### config.mk
export PLATFORM = sky130hd
export DESIGN_NAME = load_store_unit
export DESIGN_NICKNAME = d
export VERILOG_FILES = /design/src/rtl/lsu_pkg.sv /design/src/rtl/load_extend.sv /design/src/rtl/load_store_unit.sv
export SDC_FILE = /design/constraint.sdc
export NUM_CORES = 1
export LEC_CHECK = 0
export CORE_MARGIN = 1
export CORE_UTILIZATION = 47
export CTS_BUF_LIST = sky130_fd_sc_hd__clkbuf_16
export DETAILED_ROUTE_END_ITERATION = 10
export PLACE_DENSITY = 0.92
export SLEW_MARGIN = 20
export SYNTH_ARGS = -nofsm -noshare
export SYNTH_HDL_FRONTEND = slang
export SYNTH_SLANG_ARGS = --single-unit
### constraint.sdc
create_clock -name clk -period 3.5 [get_ports clk]
set_input_delay 0.7 -clock clk [delete_from_list [all_inputs] [get_ports clk]]
set_output_delay 0.7 -clock clk [all_outputs]
set_load 0.01 [all_outputs]
### src/rtl/lsu_pkg.sv
// rtl/lsu_pkg.sv - shared encodings and access decode for the load/store unit
package lsu_pkg;

    localparam int TIMEOUT_CYC_DEFAULT = 255;

    localparam logic [2:0] F3_B  = 3'b000;
    localparam logic [2:0] F3_H  = 3'b001;
    localparam logic [2:0] F3_W  = 3'b010;
    localparam logic [2:0] F3_BU = 3'b100;
    localparam logic [2:0] F3_HU = 3'b101;

    localparam logic [1:0] FAULT_NONE     = 2'b00;
    localparam logic [1:0] FAULT_MISALIGN = 2'b01;
    localparam logic [1:0] FAULT_TIMEOUT  = 2'b10;
    localparam logic [1:0] FAULT_ILLEGAL  = 2'b11;

    typedef enum logic [1:0] {
        ST_IDLE = 2'b00,
        ST_BUSY = 2'b01,
        ST_RESP = 2'b10
    } lsu_state_t;

    // Faults that can be decided before touching memory; illegal width wins over alignment.
    function automatic logic [1:0] decode_fault(input logic write, input logic [2:0] f3,
                                                input logic [1:0] off);
        logic illegal;
        if (write) illegal = (f3 != F3_B) && (f3 != F3_H) && (f3 != F3_W);
        else       illegal = (f3 == 3'b011) || (f3 == 3'b110) || (f3 == 3'b111);
        if (illegal)                           return FAULT_ILLEGAL;
        if ((f3[1:0] == 2'b01) && off[0])      return FAULT_MISALIGN;
        if ((f3[1:0] == 2'b10) && (off != 2'b00)) return FAULT_MISALIGN;
        return FAULT_NONE;
    endfunction

endpackage

### src/rtl/load_extend.sv
// rtl/load_extend.sv - load lane select with sign/zero extension
module load_extend
    import lsu_pkg::*;
(
    input  logic [2:0]  funct3,
    input  logic [1:0]  byte_off,
    input  logic [31:0] word,
    output logic [31:0] data
);

    logic [31:0] lane;

    assign lane = word >> {byte_off, 3'b000};

    // Pick the addressed byte/half and extend it according to the load width.
    always_comb begin
        data = '0;
        case (funct3)
            F3_B:    data = {{24{lane[7]}}, lane[7:0]};
            F3_H:    data = {{16{lane[15]}}, lane[15:0]};
            F3_W:    data = word;
            F3_BU:   data = {24'h0, lane[7:0]};
            F3_HU:   data = {16'h0, lane[15:0]};
            default: data = '0;
        endcase
    end

endmodule

### src/rtl/load_store_unit.sv
// rtl/load_store_unit.sv - multi-cycle load/store unit with req/ack memory port
module load_store_unit
    import lsu_pkg::*;
#(
    parameter int TIMEOUT_CYC = TIMEOUT_CYC_DEFAULT
)(
    input  logic        clk,
    input  logic        rst,
    input  logic        ls_valid,
    input  logic        ls_write,
    input  logic [2:0]  funct3,
    input  logic [31:0] addr,
    input  logic [31:0] wdata,
    output logic        stall,
    output logic        done,
    output logic [31:0] rdata,
    output logic [1:0]  fault,
    output logic        mem_req,
    output logic        mem_we,
    output logic [31:0] mem_addr,
    output logic [31:0] mem_wdata,
    output logic [3:0]  mem_be,
    input  logic        mem_ack,
    input  logic [31:0] mem_rdata
);

    lsu_state_t  state;
    logic [7:0]  cnt;
    logic [2:0]  op_f3;
    logic [1:0]  op_off;
    logic [1:0]  dec_fault;
    logic [3:0]  be_next;
    logic [31:0] wd_next;
    logic [31:0] ext_data;

    // Width and offset are latched at issue so extension does not depend on the core holding them.
    load_extend u_load_extend (
        .funct3   (op_f3),
        .byte_off (op_off),
        .word     (mem_rdata),
        .data     (ext_data)
    );

    assign stall     = ls_valid & (state != ST_RESP);
    assign dec_fault = decode_fault(ls_write, funct3, addr[1:0]);

    // Byte enables and lane-replicated store data for the access being issued.
    always_comb begin
        be_next = 4'b1111;
        wd_next = wdata;
        case (funct3[1:0])
            2'b00: begin
                be_next = 4'b0001 << addr[1:0];
                wd_next = {4{wdata[7:0]}};
            end
            2'b01: begin
                be_next = addr[1] ? 4'b1100 : 4'b0011;
                wd_next = {2{wdata[15:0]}};
            end
            default: begin
                be_next = 4'b1111;
                wd_next = wdata;
            end
        endcase
    end

    // Access FSM: decode in IDLE, hold the memory request in BUSY, pulse done in RESP.
    always_ff @(posedge clk) begin
        if (!rst) begin
            state     <= ST_IDLE;
            cnt       <= '0;
            op_f3     <= '0;
            op_off    <= '0;
            done      <= 1'b0;
            rdata     <= '0;
            fault     <= FAULT_NONE;
            mem_req   <= 1'b0;
            mem_we    <= 1'b0;
            mem_addr  <= '0;
            mem_wdata <= '0;
            mem_be    <= '0;
        end else begin
            done <= 1'b0;
            case (state)
                ST_IDLE: begin
                    if (ls_valid) begin
                        if (dec_fault != FAULT_NONE) begin
                            state <= ST_RESP;
                            done  <= 1'b1;
                            fault <= dec_fault;
                            rdata <= '0;
                        end else begin
                            state     <= ST_BUSY;
                            mem_req   <= 1'b1;
                            mem_we    <= ls_write;
                            mem_addr  <= {addr[31:2], 2'b00};
                            mem_be    <= be_next;
                            mem_wdata <= wd_next;
                            cnt       <= '0;
                            op_f3     <= funct3;
                            op_off    <= addr[1:0];
                        end
                    end
                end
                ST_BUSY: begin
                    if (mem_ack) begin
                        state   <= ST_RESP;
                        mem_req <= 1'b0;
                        done    <= 1'b1;
                        fault   <= FAULT_NONE;
                        rdata   <= mem_we ? 32'h0 : ext_data;
                    end else if (cnt == 8'(TIMEOUT_CYC - 1)) begin
                        state   <= ST_RESP;
                        mem_req <= 1'b0;
                        done    <= 1'b1;
                        fault   <= FAULT_TIMEOUT;
                        rdata   <= '0;
                    end else begin
                        cnt <= cnt + 8'd1;
                    end
                end
                ST_RESP: state <= ST_IDLE;
                default: state <= ST_IDLE;
            endcase
        end
    end

endmodule

==> results.py, run 1 <==
metrics = {
    "layout": {
        "antenna_cells_inserted": 0,
        "number_of_nets_in_the_finished_design": 900,
        "post_route_insts_no_fill": 947,
        "count_of_filler_cells_inserted_in_the_layout": 765,
        "design_area_um2": 7960,
        "finish.utilization": 0.734,
        "area_growth_pct": 52.1,
        "layout-drive-gt1-share": 0.0756,
    },
    "place": {
        "hpwl_reported_at_the_end_of_detailed_placement_mm": 10.9,
        "numPlacedInstances": 915,
        "gp_routability_congestion": 0.838,
        "numPortBuffers": 207,
        "placement.cell_area_um2": 7330,
    },
    "floorplan": {
        "rows": 38,
        "placeableCoreArea_um2": 10800,
        "initial_utilization": 0.483,
        "die_w_um": 108,
        "fp.dieH_um": 108,
        "floorplan.io_pins": 210,
        "die_area_um2": 11600,
    },
    "global_route": {
        "grt_start_max_net_pins": 92,
        "globalRouteTotalUtil": 0.281,
        "grt_first_pass_wirelength_mm": 25.5,
        "globalRoute.totalOverflow": 0,
        "first_global_vias": 5198,
        "grt_antenna_before_repair": 0,
    },
    "critical_path": {
        "crit_arrival_ns": 3.14,
        "startpoint_to_endpoint_class_of_the_critical_path": "flop to flop",
        "rr_worst_depth": 4,
        "timing.critical_path.cells": "nor2b_1 -> a2bb2oi_1 -> a2111oi_4 -> a221o_1",
        "critPathSlowestCell": "sky130_fd_sc_hd__a2111oi_4",
        "critical_path_peak_fanout": 20,
        "cp_capture_type": "flop",
        "critical_path.max_stage_delay_ns": 0.91,
        "critical_path.reg2reg.startpoint": "op_off[1]",
        "timing.critical_path.from_type": "flop",
        "rr_endpoint": "rdata[30]",
        "r2r_slack_ns": 0.72,
        "critPathRequiredTime_ns": 3.86,
    },
    "min_path": {
        "hold_path_end": "mem_addr[4]",
        "timing.hold.worst_path_depth": 2,
        "hold_path_startpoint": "mem_addr[4]",
        "holdCritPathClass": "flop to flop",
    },
    "synthesis": {
        "synth_seq_cells": 118,
        "synth_edf_count": 0,
        "syn-instance-count": 607,
        "netlist_area_um2": 5230,
        "ys_warns": 0,
        "seq_total_area_yosys": 0.451,
        "dominantRegCellSynth": "sky130_fd_sc_hd__dfxtp_1",
        "ys_async_sr_fraction": 0,
        "synth.lib_cells_used.distinct": 57,
        "average_cell_area_after_synthesis_um2": 8.62,
    },
    "clock_network": {
        "clk_pin_slew_worst_paths_ns": 0.06,
        "post_cts_hold_buffer_count": 0,
        "cts_sinks": 118,
        "clock-root-buffer": "sky130_fd_sc_hd__clkbuf_16",
        "tritoncts_clock_tree": "built",
        "cts_setup_buffers": 0,
        "worst_skew_late_latency_ns": 0.42,
        "cts.path.max_buffers": 2,
        "cts_resized": 0,
        "htreeDepth": 4,
        "tritoncts.num_buffers": 17,
    },
    "sta": {
        "final_hold_viol_count": 0,
        "tns_ns": 0,
        "grt_setup_unrepaired": "false",
        "finClkSkew_ns": 0.00750,
        "setup_viol_count_final": 0,
        "max_freq_mhz": 359,
        "final_period_minus_worst_setup_slack_ns": 2.78,
        "slew_violations": 0,
        "timing.slew.headroom": 0.361,
        "pin_slew_with_the_least_headroom_to_its_limit_ns": 0.954,
        "fin_crit_share": 0.795,
    },
    "job": {
        "timing.max_cap.violations": 0,
    },
    "detailed_routing": {
        "detail_route.vias_per_cell": 5.73,
        "detail_route.first_pass.iterations": 5,
        "routed_wl_mm": 16.1,
        "route.vias.total": 5425,
        "route.detailed.drc": 0,
        "final_antenna_net_count": 0,
        "wl_per_cell_um": 17.0,
        "dr.first_iter.drc_count": 305,
    },
    "power": {
        "report.power.total_w": 0.00383,
        "powerDensity_nw_per_um2": 481,
        "switching_share": 0.248,
        "power_frac_seq": 0.376,
        "internal_power_w": 0.00288,
        "clkPwrFrac": 0.480,
        "leakage_nw": 2.85,
        "power.combinational.fraction": 0.143,
        "power_switching_w": 0.000948,
        "vdd_drop_max_mv": 0.293,
    },
    "outcome": {
        "run_status": "finished clean",
    },
}
==> through the flow <==
| stage | hold WS (ns) | worst slack [ns] |
|---|---|---|
| floorplan | 0.452 | 1.50 |
| global placement | 0.441 | 0.647 |
| global route | 0.469 | 0.616 |
| CTS | 0.458 | 0.781 |
| detailed placement | 0.449 | 0.500 |
| finish | 0.454 | 0.716 |
==> worst max-delay path by stage <==
stage	startpoint	to	slack [ns]	depth (start not counted)
floorplan	funct3[0]	rdata[17]	1.50	6
global placement	funct3[0]	mem_wdata[24]	0.65	6
detailed placement	funct3[0]	mem_wdata[30]	0.50	6
CTS	op_off[1]	rdata[30]	0.78	4
global route	op_off[1]	rdata[30]	0.62	4
finish	op_off[1]	rdata[30]	0.72	4
==> power groups by stage <==
stage / logic [W] / clock network (W) / registers [W]
6_report: 0.000548 / 0.00184 / 0.00144
5_1_grt: 0.000588 / 0.00193 / 0.00145
4_1_cts: 0.000545 / 0.00185 / 0.00144
3_5_place_dp: 0.000536 / 0 / 0.00147
3_3_place_gp: 0.000521 / 0 / 0.00146
2_1_floorplan: 0.000235 / 0 / 0.00148
==> cells in the final DEF, fill, tap and decap left out, types with 10 or more instances in the layout <==
master / synthesis / layout
sky130_fd_sc_hd__a211oi_1: 10 / 10
sky130_fd_sc_hd__a21oi_1: 68 / 68
sky130_fd_sc_hd__a221o_1: 16 / 16
sky130_fd_sc_hd__a22o_1: 15 / 15
sky130_fd_sc_hd__a22oi_1: 15 / 15
sky130_fd_sc_hd__a311oi_1: 11 / 11
sky130_fd_sc_hd__clkbuf_16: 0 / 17
sky130_fd_sc_hd__clkdlybuf4s50_1: 0 / 207
sky130_fd_sc_hd__dfxtp_1: 118 / 118
sky130_fd_sc_hd__inv_1: 15 / 14
sky130_fd_sc_hd__mux2i_1: 19 / 19
sky130_fd_sc_hd__nand2_1: 125 / 125
sky130_fd_sc_hd__nor2_1: 28 / 28
sky130_fd_sc_hd__o21ai_0: 28 / 28
==> kinds of logic after synthesis <==
family          count (synthesis)  share of synthesized area
fa+ha+maj                       2                    0.00478
other cells                     1                   0.000717
mux                            27                     0.0557
flops                         118                      0.451
simple gates                  199                      0.170
compound gates                198                      0.262
buf+inv                        62                     0.0552
==> worst max-delay path: cells and delay by family, from the launching register on <==
kind | cells | cell delay (ns)
AO/OA/AOI/OAI | 3 | 1.37
flip-flops | 1 | 0.76
AND/OR/NAND/NOR | 1 | 0.59
==> cell usage after synthesis, drive strengths merged, types with 4 or more instances <==
cell type,instances,share of area
a211oi,10,0.014
a21oi,68,0.065
a221o,16,0.031
a22o,15,0.025
a22oi,15,0.022
a311oi,11,0.018
buf,28,0.031
clkbuf,19,0.014
dfxtp,118,0.45
inv,15,0.011
mux2,7,0.015
mux2i,19,0.036
nand2,125,0.090
nand2b,9,0.011
nand3,7,0.0067
nor2,29,0.021
nor3,4,0.0048
o21ai,30,0.029
o221ai,7,0.012
o22ai,8,0.0096
or3,4,0.0048
==> layer usage <==
| metal | share of wire | GRT usage |
|---|---|---|
| met5 | 0 | 0 |
| met4 | 0.036 | 0.156 |
| met3 | 0.092 | 0.0732 |
| met2 | 0.49 | 0.464 |
| met1 | 0.38 | 0.331 |
==> area by class of cell <==
cell class | count | area (µm²) | area share
clock inverter | 15 | 204 | 0.0256
tap | 140 | 175 | 0.0220
sequential | 118 | 2360 | 0.297
timing repair buffer | 214 | 2140 | 0.269
clock buffer | 17 | 425 | 0.0535
inverter | 15 | 56.3 | 0.00708
multi-input combinational | 428 | 2600 | 0.326
==> state kept, by name, indices dropped and copies added (netlist names) <==
signal	flops
cnt	8
done	1
fault	2
mem_addr	30
mem_be	4
mem_req	1
mem_wdata	32
mem_we	1
op_f3	3
op_off	2
rdata	32
state	2
Power figures use the tool's default switching activity.
==> run 2, diff against run 1 <==
--- a/config.mk
+++ b/config.mk
@@ -6,10 +6,10 @@
 export NUM_CORES = 1
 export LEC_CHECK = 0
 export CORE_MARGIN = 1
-export CORE_UTILIZATION = 47
+export CORE_UTILIZATION = 39
 export CTS_BUF_LIST = sky130_fd_sc_hd__clkbuf_16
 export DETAILED_ROUTE_END_ITERATION = 10
-export PLACE_DENSITY = 0.92
+export PLACE_DENSITY = 0.82
 export SLEW_MARGIN = 20
 export SYNTH_ARGS = -nofsm -noshare
 export SYNTH_HDL_FRONTEND = slang
==> constraint.sdc (replaced) <==
create_clock -name clk -period 2.3 [get_ports clk]
set_input_delay 0.46 -clock clk [delete_from_list [all_inputs] [get_ports clk]]
set_output_delay 0.46 -clock clk [all_outputs]
set_load 0.01 [all_outputs]
==> run 2 against run 1 <==
Combinational power rose by 62%. Die area increased by 20%. Via count decreased by 2.6%.
==> results.py, run 2 (synthesis results as in run 1) <==
metrics = {
    "detailed_routing": {
        "route.detailed.drc": 0,
        "dr.first_iter.drc_count": 276,
        "detail_route.vias_per_cell": 5.28,
        "detail_route.first_pass.iterations": 9,
        "final_antenna_net_count": 0,
        "routed_wl_mm": 16.0,
        "route.vias.total": 5286,
        "wl_per_cell_um": 15.9,
    },
    "critical_path": {
        "startpoint_to_endpoint_class_of_the_critical_path": "input port to output pin",
        "timing.critical_path.from_type": "input port",
        "critical_path_peak_fanout": 4,
        "cp_capture_type": "output pin",
        "r2r_slack_ns": 0.33,
        "crit_arrival_ns": 1.72,
        "critPathRequiredTime_ns": 1.84,
    },
    "global_route": {
        "globalRouteTotalUtil": 0.233,
        "grt_first_pass_wirelength_mm": 25.9,
        "first_global_vias": 5159,
        "globalRoute.totalOverflow": 0,
        "grt_start_max_net_pins": 64,
        "grt_antenna_before_repair": 0,
    },
    "floorplan": {
        "floorplan.io_pins": 210,
        "initial_utilization": 0.408,
        "die_area_um2": 13900,
        "placeableCoreArea_um2": 12800,
        "die_w_um": 118,
        "fp.dieH_um": 118,
        "rows": 41,
    },
    "sta": {
        "finClkSkew_ns": 0.00898,
        "tns_ns": 0,
        "pin_slew_with_the_least_headroom_to_its_limit_ns": 0.922,
        "grt_setup_unrepaired": "false",
        "final_hold_viol_count": 0,
        "final_period_minus_worst_setup_slack_ns": 2.18,
        "max_freq_mhz": 458,
        "timing.slew.headroom": 0.384,
        "fin_crit_share": 0.949,
        "slew_violations": 0,
        "setup_viol_count_final": 0,
    },
    "layout": {
        "antenna_cells_inserted": 0,
        "layout.cells.most_common_list": "sky130_fd_sc_hd__clkdlybuf4s50_1, sky130_fd_sc_hd__nand2_1, sky130_fd_sc_hd__dfxtp_1",
        "reg.largest.list": "mem_wdata: 32 flops, rdata: 32 flops, mem_addr: 30 flops",
        "count_of_filler_cells_inserted_in_the_layout": 1116,
        "design_area_um2": 8110,
        "layout-drive-gt1-share": 0.0940,
        "area_growth_pct": 55.0,
        "number_of_nets_in_the_finished_design": 926,
        "layout.cells.most_common": "sky130_fd_sc_hd__clkdlybuf4s50_1",
    },
    "clock_network": {
        "htreeDepth": 4,
        "tritoncts_clock_tree": "built",
        "cts_resized": 0,
        "cts.path.max_buffers": 2,
        "tritoncts.num_buffers": 17,
        "worst_skew_late_latency_ns": 0.42,
        "clk_pin_slew_worst_paths_ns": 0.05,
        "clock-root-buffer": "sky130_fd_sc_hd__clkbuf_16",
        "cts_setup_buffers": 0,
        "post_cts_hold_buffer_count": 0,
        "cts_sinks": 118,
    },
    "job": {
        "timing.max_cap.violations": 0,
    },
    "power": {
        "leakage_nw": 2.97,
        "powerDensity_nw_per_um2": 646,
        "power.combinational.fraction": 0.169,
        "vdd_drop_max_mv": 0.568,
        "switching_share": 0.251,
        "power_frac_seq": 0.417,
        "internal_power_w": 0.00392,
        "clkPwrFrac": 0.414,
        "power_switching_w": 0.00132,
    },
    "place": {
        "placement.cell_area_um2": 7630,
        "gp_routability_congestion": 0.858,
        "hpwl_reported_at_the_end_of_detailed_placement_mm": 11.5,
        "numPortBuffers": 207,
    },
    "min_path": {
        "holdCritPathClass": "flop to flop",
    },
    "outcome": {
        "run_status": "finished clean",
    },
}
## run 2: cell types whose count changed in the layout (fill, tap and decap cells not counted)
cell and change:
sky130_fd_sc_hd__buf_4 +21, sky130_fd_sc_hd__buf_12 +5, sky130_fd_sc_hd__bufinv_16 -4, sky130_fd_sc_hd__clkinv_2 +4
sky130_fd_sc_hd__clkinvlp_4 -4, sky130_fd_sc_hd__inv_1 +4, sky130_fd_sc_hd__clkinv_4 -3, sky130_fd_sc_hd__clkinv_1 +2
sky130_fd_sc_hd__inv_6 -2, sky130_fd_sc_hd__o21a_2 -1, sky130_fd_sc_hd__o21a_4 +1
## run 2: area by class of cell
| class | count | area (µm²) | share of cell area |
|---|---|---|---|
| timing repair buffer | 240 | 2390 | 0.295 |
| multi-input combinational | 428 | 2600 | 0.321 |
| sequential | 118 | 2360 | 0.291 |
| clock buffer | 17 | 425 | 0.0525 |
| tap | 172 | 215 | 0.0265 |
| inverter | 15 | 56.3 | 0.00694 |
| clock inverter | 12 | 52.6 | 0.00648 |
## run 2: metal layers
layer / part of all wire / global-route usage / vias to the layer above
li1: - / - / 2608
met1: 0.41 / 0.262 / 2465
met2: 0.49 / 0.394 / 193
met3: 0.083 / 0.0925 / 20
met4: 0.017 / 0.0889 / 0
met5: 0 / 0 / -
## run 2: worst paths after layout
path	endpoint	cells past startpoint	startpoint
max	stall	3	ls_valid
min reg2reg	mem_addr[21]	2	mem_addr[21]
max reg2reg	rdata[19]	4	op_off[1]
min	mem_addr[21]	2	mem_addr[21]
## run 2: per-stage QoR
step           power [W]  cells   util  worst slack (ns)  hold slack (ns)
6_report         0.00524   1002  0.632             0.117            0.450
5_1_grt          0.00547   1002  0.632            0.0603            0.469
3_5_place_dp     0.00310    973  0.595            -0.126            0.446
2_1_floorplan    0.00261    608      -             0.540            0.452
3_3_place_gp     0.00309    973  0.595           -0.0717            0.440
4_1_cts          0.00528   1002  0.632            0.0899            0.452
## run 2: worst max-delay path: stages
cell                              delay (ns)
sky130_fd_sc_hd__clkdlybuf4s50_1        0.52
sky130_fd_sc_hd__a21boi_0               0.18
sky130_fd_sc_hd__clkdlybuf4s50_1        0.56
## run 2: power groups by stage
stage | clock network [W] | logic, W | registers (W)
after floorplan | 0 | 0.000357 | 0.00225
after global placement | 0 | 0.000871 | 0.00222
after detailed placement | 0 | 0.000880 | 0.00222
after CTS | 0.00221 | 0.000886 | 0.00218
after global routing | 0.00232 | 0.000959 | 0.00219
final | 0.00217 | 0.000886 | 0.00218
